==> src/rtl/led_matrix_scan_ctrl.sv <==
// Serial-loaded, double-buffered, column-scanned LED matrix driver with PWM.
// Define LED_GAMMA_EN to map brightness through a gamma table.
module led_matrix_scan_ctrl #(
  parameter int ROWS  = 8,
  parameter int COLS  = 8,
  parameter int DWELL = 256,
  parameter int BLANK = 16
) (
  input  logic            clk,
  input  logic            rst_n,
  input  logic            ena,
  input  logic            ser_data,
  input  logic            ser_clk,
  input  logic            ser_latch,
  input  logic [3:0]      brightness,
  output logic [ROWS-1:0] row_out,
  output logic [COLS-1:0] col_sel,
  output logic            frame_start,
  output logic            pending
);

  localparam int N    = ROWS * COLS;
  localparam int SLOT = (DWELL - BLANK) / 16;
  localparam int CW   = (COLS > 1) ? $clog2(COLS) : 1;
  localparam int DW   = (DWELL > 1) ? $clog2(DWELL) : 1;
  localparam int SW   = (SLOT > 1) ? $clog2(SLOT) : 1;

  localparam logic [CW-1:0]   COL_LAST  = CW'(COLS - 1);
  localparam logic [DW-1:0]   DW_LAST   = DW'(DWELL - 1);
  localparam logic [DW-1:0]   BLANK_END = DW'(BLANK);
  localparam logic [SW-1:0]   SLOT_LAST = SW'(SLOT - 1);
  localparam logic [COLS-1:0] SEL_ONE   = COLS'(1);

  logic [2:0]      clk_sync;
  logic [2:0]      lat_sync;
  logic [1:0]      dat_sync;
  logic            shift_edge;
  logic            latch_edge;

  logic [N-1:0]    shift_reg;
  logic [N-1:0]    holding;
  logic [N-1:0]    display;

  logic [CW-1:0]   col;
  logic [DW-1:0]   dwell;
  logic [SW-1:0]   sub_cnt;
  logic [3:0]      slot;
  logic [3:0]      bri_q;
  logic [3:0]      bri_map;

  logic            boundary;
  logic            blank_ph;
  logic            dwell_wrap;
  logic [ROWS-1:0] col_slice;
  logic [ROWS-1:0] cols [COLS];

  // Data rides the same two-flop depth as the strobe it belongs to.
  always_ff @(posedge clk or negedge rst_n) begin
    if (!rst_n) begin
      clk_sync <= '0;
      lat_sync <= '0;
      dat_sync <= '0;
    end else begin
      clk_sync <= {clk_sync[1:0], ser_clk};
      lat_sync <= {lat_sync[1:0], ser_latch};
      dat_sync <= {dat_sync[0], ser_data};
    end
  end

  assign shift_edge = clk_sync[1] & ~clk_sync[2];
  assign latch_edge = lat_sync[1] & ~lat_sync[2];

  assign boundary   = ena && (col == '0) && (dwell == '0);
  assign blank_ph   = dwell < BLANK_END;
  assign dwell_wrap = dwell == DW_LAST;

  always_ff @(posedge clk or negedge rst_n) begin
    if (!rst_n) begin
      shift_reg <= '0;
      holding   <= '0;
      display   <= '0;
      pending   <= 1'b0;
    end else begin
      if (shift_edge) begin
        shift_reg <= {shift_reg[N-2:0], dat_sync[1]};
      end
      if (latch_edge) begin
        holding <= shift_reg;
      end
      if (boundary && pending) begin
        display <= holding;
      end
      // A latch landing on the boundary keeps the new frame waiting.
      if (latch_edge) begin
        pending <= 1'b1;
      end else if (boundary) begin
        pending <= 1'b0;
      end
    end
  end

  always_ff @(posedge clk or negedge rst_n) begin
    if (!rst_n) begin
      col   <= '0;
      dwell <= '0;
    end else if (!ena) begin
      col   <= '0;
      dwell <= '0;
    end else if (dwell_wrap) begin
      dwell <= '0;
      col   <= (col == COL_LAST) ? '0 : col + 1'b1;
    end else begin
      dwell <= dwell + 1'b1;
    end
  end

  // Slot timing restarts at the first active cycle of every column.
  always_ff @(posedge clk or negedge rst_n) begin
    if (!rst_n) begin
      sub_cnt <= '0;
      slot    <= '0;
    end else if (!ena || blank_ph || dwell_wrap) begin
      sub_cnt <= '0;
      slot    <= '0;
    end else if (sub_cnt == SLOT_LAST) begin
      sub_cnt <= '0;
      slot    <= slot + 1'b1;
    end else begin
      sub_cnt <= sub_cnt + 1'b1;
    end
  end

`ifdef LED_GAMMA_EN
  always_comb begin
    bri_map = 4'd0;
    case (brightness)
      4'd0:    bri_map = 4'd0;
      4'd1:    bri_map = 4'd0;
      4'd2:    bri_map = 4'd0;
      4'd3:    bri_map = 4'd1;
      4'd4:    bri_map = 4'd1;
      4'd5:    bri_map = 4'd2;
      4'd6:    bri_map = 4'd2;
      4'd7:    bri_map = 4'd3;
      4'd8:    bri_map = 4'd4;
      4'd9:    bri_map = 4'd5;
      4'd10:   bri_map = 4'd6;
      4'd11:   bri_map = 4'd7;
      4'd12:   bri_map = 4'd9;
      4'd13:   bri_map = 4'd11;
      4'd14:   bri_map = 4'd13;
      4'd15:   bri_map = 4'd15;
      default: bri_map = 4'd0;
    endcase
  end
`else
  always_comb begin
    bri_map = brightness;
  end
`endif

  always_ff @(posedge clk or negedge rst_n) begin
    if (!rst_n) begin
      bri_q <= '0;
    end else if (ena && (dwell == '0)) begin
      bri_q <= bri_map;
    end
  end

  for (genvar g = 0; g < COLS; g++) begin : g_col
    assign cols[g] = display[g*ROWS +: ROWS];
  end

  assign col_slice = cols[col];

  always_ff @(posedge clk or negedge rst_n) begin
    if (!rst_n) begin
      row_out     <= '0;
      col_sel     <= '0;
      frame_start <= 1'b0;
    end else begin
      frame_start <= boundary;
      if (ena && !blank_ph) begin
        col_sel <= SEL_ONE << col;
        row_out <= (slot < bri_q) ? col_slice : '0;
      end else begin
        col_sel <= '0;
        row_out <= '0;
      end
    end
  end

endmodule

==> config.mk <==
export PLATFORM = sky130hd
export DESIGN_NAME = led_matrix_scan_ctrl
export DESIGN_NICKNAME = d
export VERILOG_FILES = /design/src/rtl/led_matrix_scan_ctrl.sv
export SDC_FILE = /design/constraint.sdc
export NUM_CORES = 1
export LEC_CHECK = 0
export CAP_MARGIN = 20
export CORE_UTILIZATION = 30
export DETAILED_ROUTE_END_ITERATION = 16
export REMOVE_ABC_BUFFERS = 1
export SYNTH_ARGS = -nofsm -noshare
export SYNTH_HDL_FRONTEND = slang
export SYNTH_SLANG_ARGS = --single-unit
==> constraint.sdc <==
create_clock -name clk -period 2.65 [get_ports clk]
set_input_delay 0.53 -clock clk [delete_from_list [all_inputs] [get_ports clk]]
set_output_delay 0.53 -clock clk [all_outputs]
set_load 0.02 [all_outputs]
# [Yosys cells after proc, flatten, opt, wreduce, memory -nomap -nowiden]
# Index checks and enable logic that the tools add are counted.
# Widths: inputs -> output; s select.
[totals] register_bits=241 out_inout_bits=18 word_cells=62
[classes] addsub=4 magnitude_cmp=3 eq_ne=4 shift=1 n_mux=17 n_bitwise=5 reduce_logical=13
[ops] op="$mux 8" count=7
[ops] op="$bmux 8 s3" count=1
[ops] op="$mux 4" count=4
[ops] op="$mux 3" count=3
[ops] op="$add 4x1->4 const B" count=2
[ops] op="$add 8x1->8 const B" count=1
[ops] op="$eq 8x8->1 const B" count=1
[ops] op="$logic_not 8->1" count=1
[ops] op="$lt 8x5->1 const B" count=1
[ops] op="$shl 1x3->8 const A" count=1
[ops] op="$logic_and 1x1->1" count=5
[ops] op="$eq 4x4->1 const B" count=1
[ops] op="$ge 4x4->1 const B" count=1
[ops] op="$lt 4x4->1" count=1
[ops] op="$not 3->4" count=1
[ops] op="$reduce_bool 2->1" count=2
[ops] op="$add 3x1->3 const B" count=1
[ops] op="$eq 3x3->1 const B" count=1
[ops] op="$logic_not 3->1" count=1
[ops] op="$and 1x1->1" count=2
[ops] op="$logic_not 1->1" count=2
[ops] op="$logic_or 1x1->1" count=2
[ops] op="$mux 1" count=2
[ops] op="$ne 2x1->1 const B" count=1
[ops] op="$not 1->1" count=2

# [Longest topological paths before layout]
# Gate-level depths: netlist (run 1).
[logic_depth] ltp_word=6 mapped_depth=8

# [Least setup slack after synthesis (run 1)]
# No wires, ideal clock.
[synth_path] path_type="flip-flop to flip-flop" from="register col[0]" to="register display[10]" setup_time_ns=0.125 arrival_time_ns=1.982 required_time_ns=2.525 path_slack_ns=0.542 path_stages_with_launch=9 n_path_buf=3 period_less_slack_ns=2.108 path_cell_list="dfrtp_1 buf_2 buf_4 inv_1 ha_1 nor2b_1 nand4_4 buf_6 mux2_4"
[synth_between] elab_chain_cells=4
[synth_lines] item="start, declared" line_no="44" rtl="logic [CW-1:0] col;"
[synth_lines] item="start signal, assigned" line_no="111" rtl="col <= (col == COL_LAST) ? '0 : col + 1'b1;"
[synth_lines] item="$logic_not 3->1" line_no="73" rtl="assign boundary = ena && (col == '0) && (dwell == '0);"
[synth_lines] item="$logic_and 1x1->1 (2 in a row)" line_no="73"
[synth_lines] item="$logic_and 1x1->1" line_no="90" rtl="if (boundary && pending) begin"
[synth_lines] item="end signal, assigned" line_no="91" rtl="display <= holding;"
[synth_lines] item="end, declared" line_no="42" rtl="logic [N-1:0] display;"
# Every way passes these cells.
# A chain may end at the register's enable or synchronous reset.

# [Final worst setup path (run 1)]
[layout_path] from="register pending" to="output pending"
[layout_lines] item="start, declared" line_no="19" rtl="output logic pending"
[layout_lines] item="start signal, assigned" line_no="82" rtl="pending <= 1'b0;"
[layout_lines] item="start signal, assigned" line_no="95" rtl="pending <= 1'b1;"
[layout_lines] item="start signal, assigned" line_no="97" rtl="pending <= 1'b0;"
# No word-level cell between the ends.

==> results of run 1 <==
[through the flow]
stage	setup slack, ns	TNS [ns]	cells	area (um2)
after floorplan	-1.14	-170.26	575	9690
after global placement	0.254	0	1056	10700
after detailed placement	0.254	0	1056	10700
after CTS	0.514	0	1105	11500
after global routing	0.474	0	1105	11500
final	0.537	0	1105	11500
[synthesized netlist by cell type, types with 6 or more instances]
library cell | n | share of area
a211oi_1 | 8 | 0.0061
a21oi_1 | 8 | 0.0041
and3_1 | 8 | 0.0051
buf_2 | 13 | 0.0066
buf_6 | 6 | 0.0069
clkbuf_1 | 6 | 0.0023
dfrtp_1 | 241 | 0.61
ha_1 | 14 | 0.018
inv_1 | 12 | 0.0046
mux2_2 | 136 | 0.16
mux2_4 | 60 | 0.091
mux2i_1 | 8 | 0.0081
mux4_2 | 16 | 0.037
nand2_1 | 6 | 0.0023
nand3_1 | 8 | 0.0041
nor2_1 | 7 | 0.0027
o21ai_0 | 7 | 0.0036
[power by group through the flow]
stage	clock, W	combinational, W	sequential (W)
after detailed placement	0	0.000881	0.00432
after global routing	0.00367	0.000952	0.00430
after global placement	0	0.000862	0.00431
after CTS	0.00353	0.000890	0.00425
after floorplan	0	0.000646	0.00422
final	0.00342	0.000869	0.00425
[per-layer routing]
metal | vias up | global-route usage
li1 | 2245 | -
met2 | 70 | 0.161
met4 | 0 | 0.0250
met1 | 2530 | 0.158
met3 | 32 | 0.0248
met5 | - | 0
[kinds of logic (layout without fill, tap and decap cells)]
group	after synthesis	in the layout
buffers and inverters	40	100
DFF	241	241
muxes	220	220
AOI/OAI and AO/OA	29	29
and+or+nand+nor	52	52
xor gates and xnor gates	7	7
adders and majority gates	14	14
[how the worst min path moves through the flow]
stage | start | slack (ns) | cells past startpoint | end
5_1_grt | lat_sync[0] | 0.37 | 0 | lat_sync[1]
2_1_floorplan | rst_n | 0.23 | 0 | bri_q[0]
6_report | clk_sync[0] | 0.35 | 0 | clk_sync[1]
4_1_cts | clk_sync[0] | 0.35 | 0 | clk_sync[1]
3_5_place_dp | clk_sync[0] | 0.33 | 0 | clk_sync[1]
3_3_place_gp | dat_sync[0] | 0.33 | 0 | dat_sync[1]
[cell type report]
cell class	instances	area (um2)
Timing Repair Buffer	40	463
Fill cell	3063	20900
Multi-Input combinational cell	322	3630
Tap cell	442	553
Inverter	12	45.0
Clock buffer	38	766
Sequential cell	241	6030
Clock inverter	10	63.8
==> results.txt, run 1 <==
# H-tree levels -> 1
Reg-to-reg critical path startpoint -> dwell[0]
Clk network pwr share -> 0.401
Total number of vias -> 4877
Tot Pwr -> 0.00854 W
Worst vdd ir -> 0.398 mV
Critical Path Slowest Stage Cell -> clkdlybuf4s50_1
Setup bufs post-CTS -> 0
Met3 wire length -> 725 um
Compound-Gate Fraction of Synth Area -> 0.0187
Critical path class -> register to primary output
Startpoint type of the worst setup path -> register
Antenna Cells -> 0
WHS -> 0.346 ns
Hold-fix buffers, CTS -> 1
CTS max path bufs -> 3
Post-synthesis xor/xnor area fraction -> 0.00622
RSZ-0062 raised after global routing -> false
Outcome -> complete, no violations
Ys async rst share -> 1.00
Number of I/O port buffers -> 27
Die width -> 183 um
Sequential fraction of the synthesis area -> 0.612
Worst path cell trace -> clkdlybuf4s50_1
Max Clock Freq -> 473 MHz
Critical path destination -> pending
Flop2flop setup slack -> 0.66 ns
Gate Count Post-Synth -> 603
Combinational Power Share -> 0.102
Core Region -> 32500 um2
Routed WL -> 17.3 mm
Max Clock Skew -> 0.0225 ns
Post-cts sizing count -> 0
Num ports -> 28
DRT Pass-1 Iters -> 4
Count of different cell masters after synthesis -> 39
Met2 wire length -> 7.50 mm
Mux cell area share after synthesis -> 0.291
WP depth -> 1
Share of layout cells above drive strength 1 -> 0.412
DRT iter0 DRCs -> 229
CTS sink cnt -> 241
P_leak -> 5.59 nW
Die span in y -> 183 um
Post-synth EDFFs -> 0
P_int -> 0.00653 W
Adder-Cell Fraction of Synth Area -> 0.0178
Worst Hold Class -> register to register
Crit path from -> pending
Vias per Instance -> 4.41
PwrDens -> 739 nW/um2
Final count of hold timing violations -> 0
R2R Path End -> display[63]
Total CTS buffers -> 26
GPL Wtd Cong -> 0.751
Worst skew pair latency -> 0.53 ns
Simple logic cell fraction of the synthesized area -> 0.0324
Required time worst endpoint -> 2.12 ns
Fin crit share -> 0.797
First-pass GRT wire length -> 29.1 mm
CTS Root Cell -> clkbuf_16
CTS tree -> built
Most frequent cells in the layout -> dfrtp_1 (241), mux2_2 (136), mux2_4 (60)
Vias in the first global route -> 5228
Drt wl/cell -> 15.6 um
Core Util, Final -> 0.356
Sequential Power Share -> 0.497
Drc violations -> 0
Rows -> 66
Antenna Violating Nets Remaining -> 0
Relative max-transition margin -> 0.558
Slew Viols, Final -> 0
Slowest cell delay on critical path -> 0.65 ns
Initial Utilization -> 0.304
P_sw -> 0.00201 W
GRT Residual Overflow -> 0
Worst Setup End Kind -> primary output
WP data arrival -> 1.58 ns
DPL Wire Length -> 10.7 mm
Post-synthesis instance area -> 9860 um2
Synthesis warning total -> 0
Syn Area/Cell -> 16.4 um2
Die area -> 33600 um2
Nets -> 667
Area growth syn-to-layout -> 17.1%
Register bit count reported by yosys -> 241
Net Sw Frac -> 0.235
Initial antenna violation count -> 0
GRT Resource Usage Total -> 0.108
CTS clk-pin slew, worst paths -> 0.06 ns
Family with the most delay on the worst path -> buffers and inverters
Least-Margin Pin Slew -> 0.658 ns
M1 WL -> 8.66 mm
Final Setup Violations -> 0
Largest net degree at the start of global routing -> 66
Leading cell type in the layout, fill and taps excluded -> dfrtp_1
Period minus WS final -> 2.11 ns
Critical path fanouts, max -> 3
Largest family of logic cells by synthesized area -> multiplexers
Synth Flop Type -> dfrtp_1
Worst path bufs/invs -> 1
Max-cap viol count -> 0
Highest routed metal layer -> met4
Worst Reg-to-Reg Cells -> 6
No activity file was read; power rests on OpenSTA's default activity.
==> run 2, diff against run 1 <==
==> constraint.sdc (replaced) <==
create_clock -name clk -period 1.71 [get_ports clk]
set_input_delay 0.342 -clock clk [delete_from_list [all_inputs] [get_ports clk]]
set_output_delay 0.342 -clock clk [all_outputs]
set_load 0.02 [all_outputs]
==> run 2 against run 1 <==
Net effect: the run now ends with setup timing left; combinational power up 73%; critical path depth up 6; hold slack worse by 0.083 ns; sequential share of layout area down 2.5 points; first-iteration DRC count up 2.2%; count of clock-buffer cells in the layout down 2; wire length up 5.2%; highest routed layer unchanged.
==> results.txt, run 2 (synthesis results as in run 1) <==
Total CTS buffers -> 25
Rows -> 66
Max-cap viol count -> 0
Post-Layout Cell Count -> 1148
Slew Viols, Final -> 0
Core Region -> 32500 um2
Critical path fanouts, max -> 14
RSZ-0062 raised after global routing -> true
Initial Utilization -> 0.304
Largest net degree at the start of global routing -> 65
CTS sink cnt -> 241
Total number of vias -> 5089
Worst Hold Class -> input pin to register
Inst Count DP -> 1087
Area growth syn-to-layout -> 23.1%
Antenna Violating Nets Remaining -> 0
Worst vdd ir -> 0.660 mV
Critical path class -> register to register
GRT Residual Overflow -> 0
Max Clock Skew -> 0.00892 ns
Worst Setup End Kind -> register
# H-tree levels -> 1
Post-route setup slack -> -0.0600 ns
Violated checks -> setup timing
Hold Startpoint -> ser_data
Drc violations -> 0
Die width -> 183 um
Required time worst endpoint -> 2.11 ns
Number of I/O port buffers -> 27
Slowest cell delay on critical path -> 0.38 ns
Flop2flop setup slack -> -0.06 ns
P_leak -> 5.99 nW
Routed WL -> 18.2 mm
Antenna Cells -> 0
Initial antenna violation count -> 0
Dpl cell area -> 11000 um2
CTS Root Cell -> clkbuf_16
GPL Wtd Cong -> 0.741
First-pass GRT wire length -> 29.4 mm
Startpoint type of the worst setup path -> register
Leading cell type in the layout, fill and taps excluded -> dfrtp_1
CTS tree -> built
Final Setup Violations -> 67
Worst path bufs/invs -> 3
Worst hold path depth -> 1
Critical Path Slowest Stage Cell -> dfrtp_1
Reg-to-reg critical path startpoint -> dwell[0]
Worst Reg-to-Reg Cells -> 7
Vias per Instance -> 4.43
Vias in the first global route -> 5173
Outcome -> finished with violations
Relative max-transition margin -> 0.701
Die area -> 33600 um2
DRT Pass-1 Iters -> 4
Worst path cell trace -> inv_1 -> ha_2 -> and4bb_2 -> nand4_4 -> buf_12 -> buf_16 -> mux2_4
Die span in y -> 183 um
GRT Resource Usage Total -> 0.110
CTS max path bufs -> 3
Most frequent cells in the layout -> dfrtp_1 (240), mux2_2 (136), mux2_4 (60)
Final count of hold timing violations -> 0
Period minus WS final -> 1.77 ns
CTS clk-pin slew, worst paths -> 0.06 ns
Tot Pwr -> 0.0137 W
Family with the most delay on the worst path -> buffers and inverters
Worst skew pair latency -> 0.51 ns
Fin crit share -> 1.04
R2R Path End -> display[7]
DRT iter0 DRCs -> 234
WHS -> 0.263 ns
DPL Wire Length -> 10.9 mm
Final Cell Area -> 12100 um2
WHS Endpoint -> dat_sync[0]
Max Clock Freq -> 565 MHz
Share of layout cells above drive strength 1 -> 0.466
Drt wl/cell -> 15.8 um
PwrDens -> 1130 nW/um2
Num ports -> 28
Nets -> 713
WP data arrival -> 2.17 ns
Least-Margin Pin Slew -> 0.448 ns
## run 2: cell count changes in the layout (fill, tap and decap cells not counted), moves of 3 or more
| cell | previous run | this run |
|---|---|---|
| buf_12 | 7 | 12 |
| buf_16 | 0 | 4 |
| buf_4 | 5 | 36 |
| buf_6 | 0 | 5 |
| bufinv_16 | 0 | 3 |
| clkdlybuf4s50_1 | 26 | 8 |
| clkinv_2 | 8 | 5 |
| dlygate4sd2_1 | 0 | 18 |
| ha_1 | 14 | 11 |
| ha_2 | 0 | 3 |
## run 2: worst max path at each step
stage | start | endpoint | slack (ns) | depth (start not counted)
after floorplan | lat_sync[1] | holding[0] | -2.08 | 2
after global placement | ena | display[53] | -0.36 | 5
after detailed placement | ena | display[46] | -0.39 | 5
after CTS | dwell[0] | display[7] | -0.10 | 7
after global routing | dwell[0] | display[15] | -0.14 | 7
final | dwell[0] | display[7] | -0.06 | 7
## run 2: cell type report
type	instances	area, um2
clock buffer	36	737
inverter	12	45.0
tap	442	553
fill	3038	20300
multi-input combinational	322	3670
clock inverter	8	115
sequential	241	6030
timing repair buffer	87	990
## run 2: repair_timing
action,4_1_cts,5_1_grt
cloned,2,4
endpoints found under the setup margin,83,69
pin swaps,0,6
endpoints found under the hold margin,39,0
buffers inserted,1,10
hold buffers,1,0
resized for setup,24,22
## run 2: power by group
| part | switching (W) | leakage, nW | internal (W) |
|---|---|---|---|
| clock network | 0.00218 | 0.425 | 0.00343 |
| logic | 0.000610 | 2.30 | 0.000888 |
| registers | 0.000349 | 3.27 | 0.00623 |
| total | 0.00314 | 5.99 | 0.0105 |
## run 2: metal layers
metal  track usage  vias to the layer above  share of wire
li1              -                     2351              -
met1         0.169                     2648           0.52
met2         0.158                       66           0.43
met3        0.0208                       24          0.029
met4        0.0280                        0          0.018
met5       0.00296                        -              0
## run 2: metrics by stage
step / worst slack [ns] / setup TNS (ns) / util
finish: -0.0600 / -2.94 / 0.374
global route: -0.141 / -7.74 / 0.374
CTS: -0.102 / -4.07 / 0.367
detailed placement: -0.386 / -25.76 / 0.338
global placement: -0.360 / -24.51 / 0.338
floorplan: -2.08 / -352.76 / -
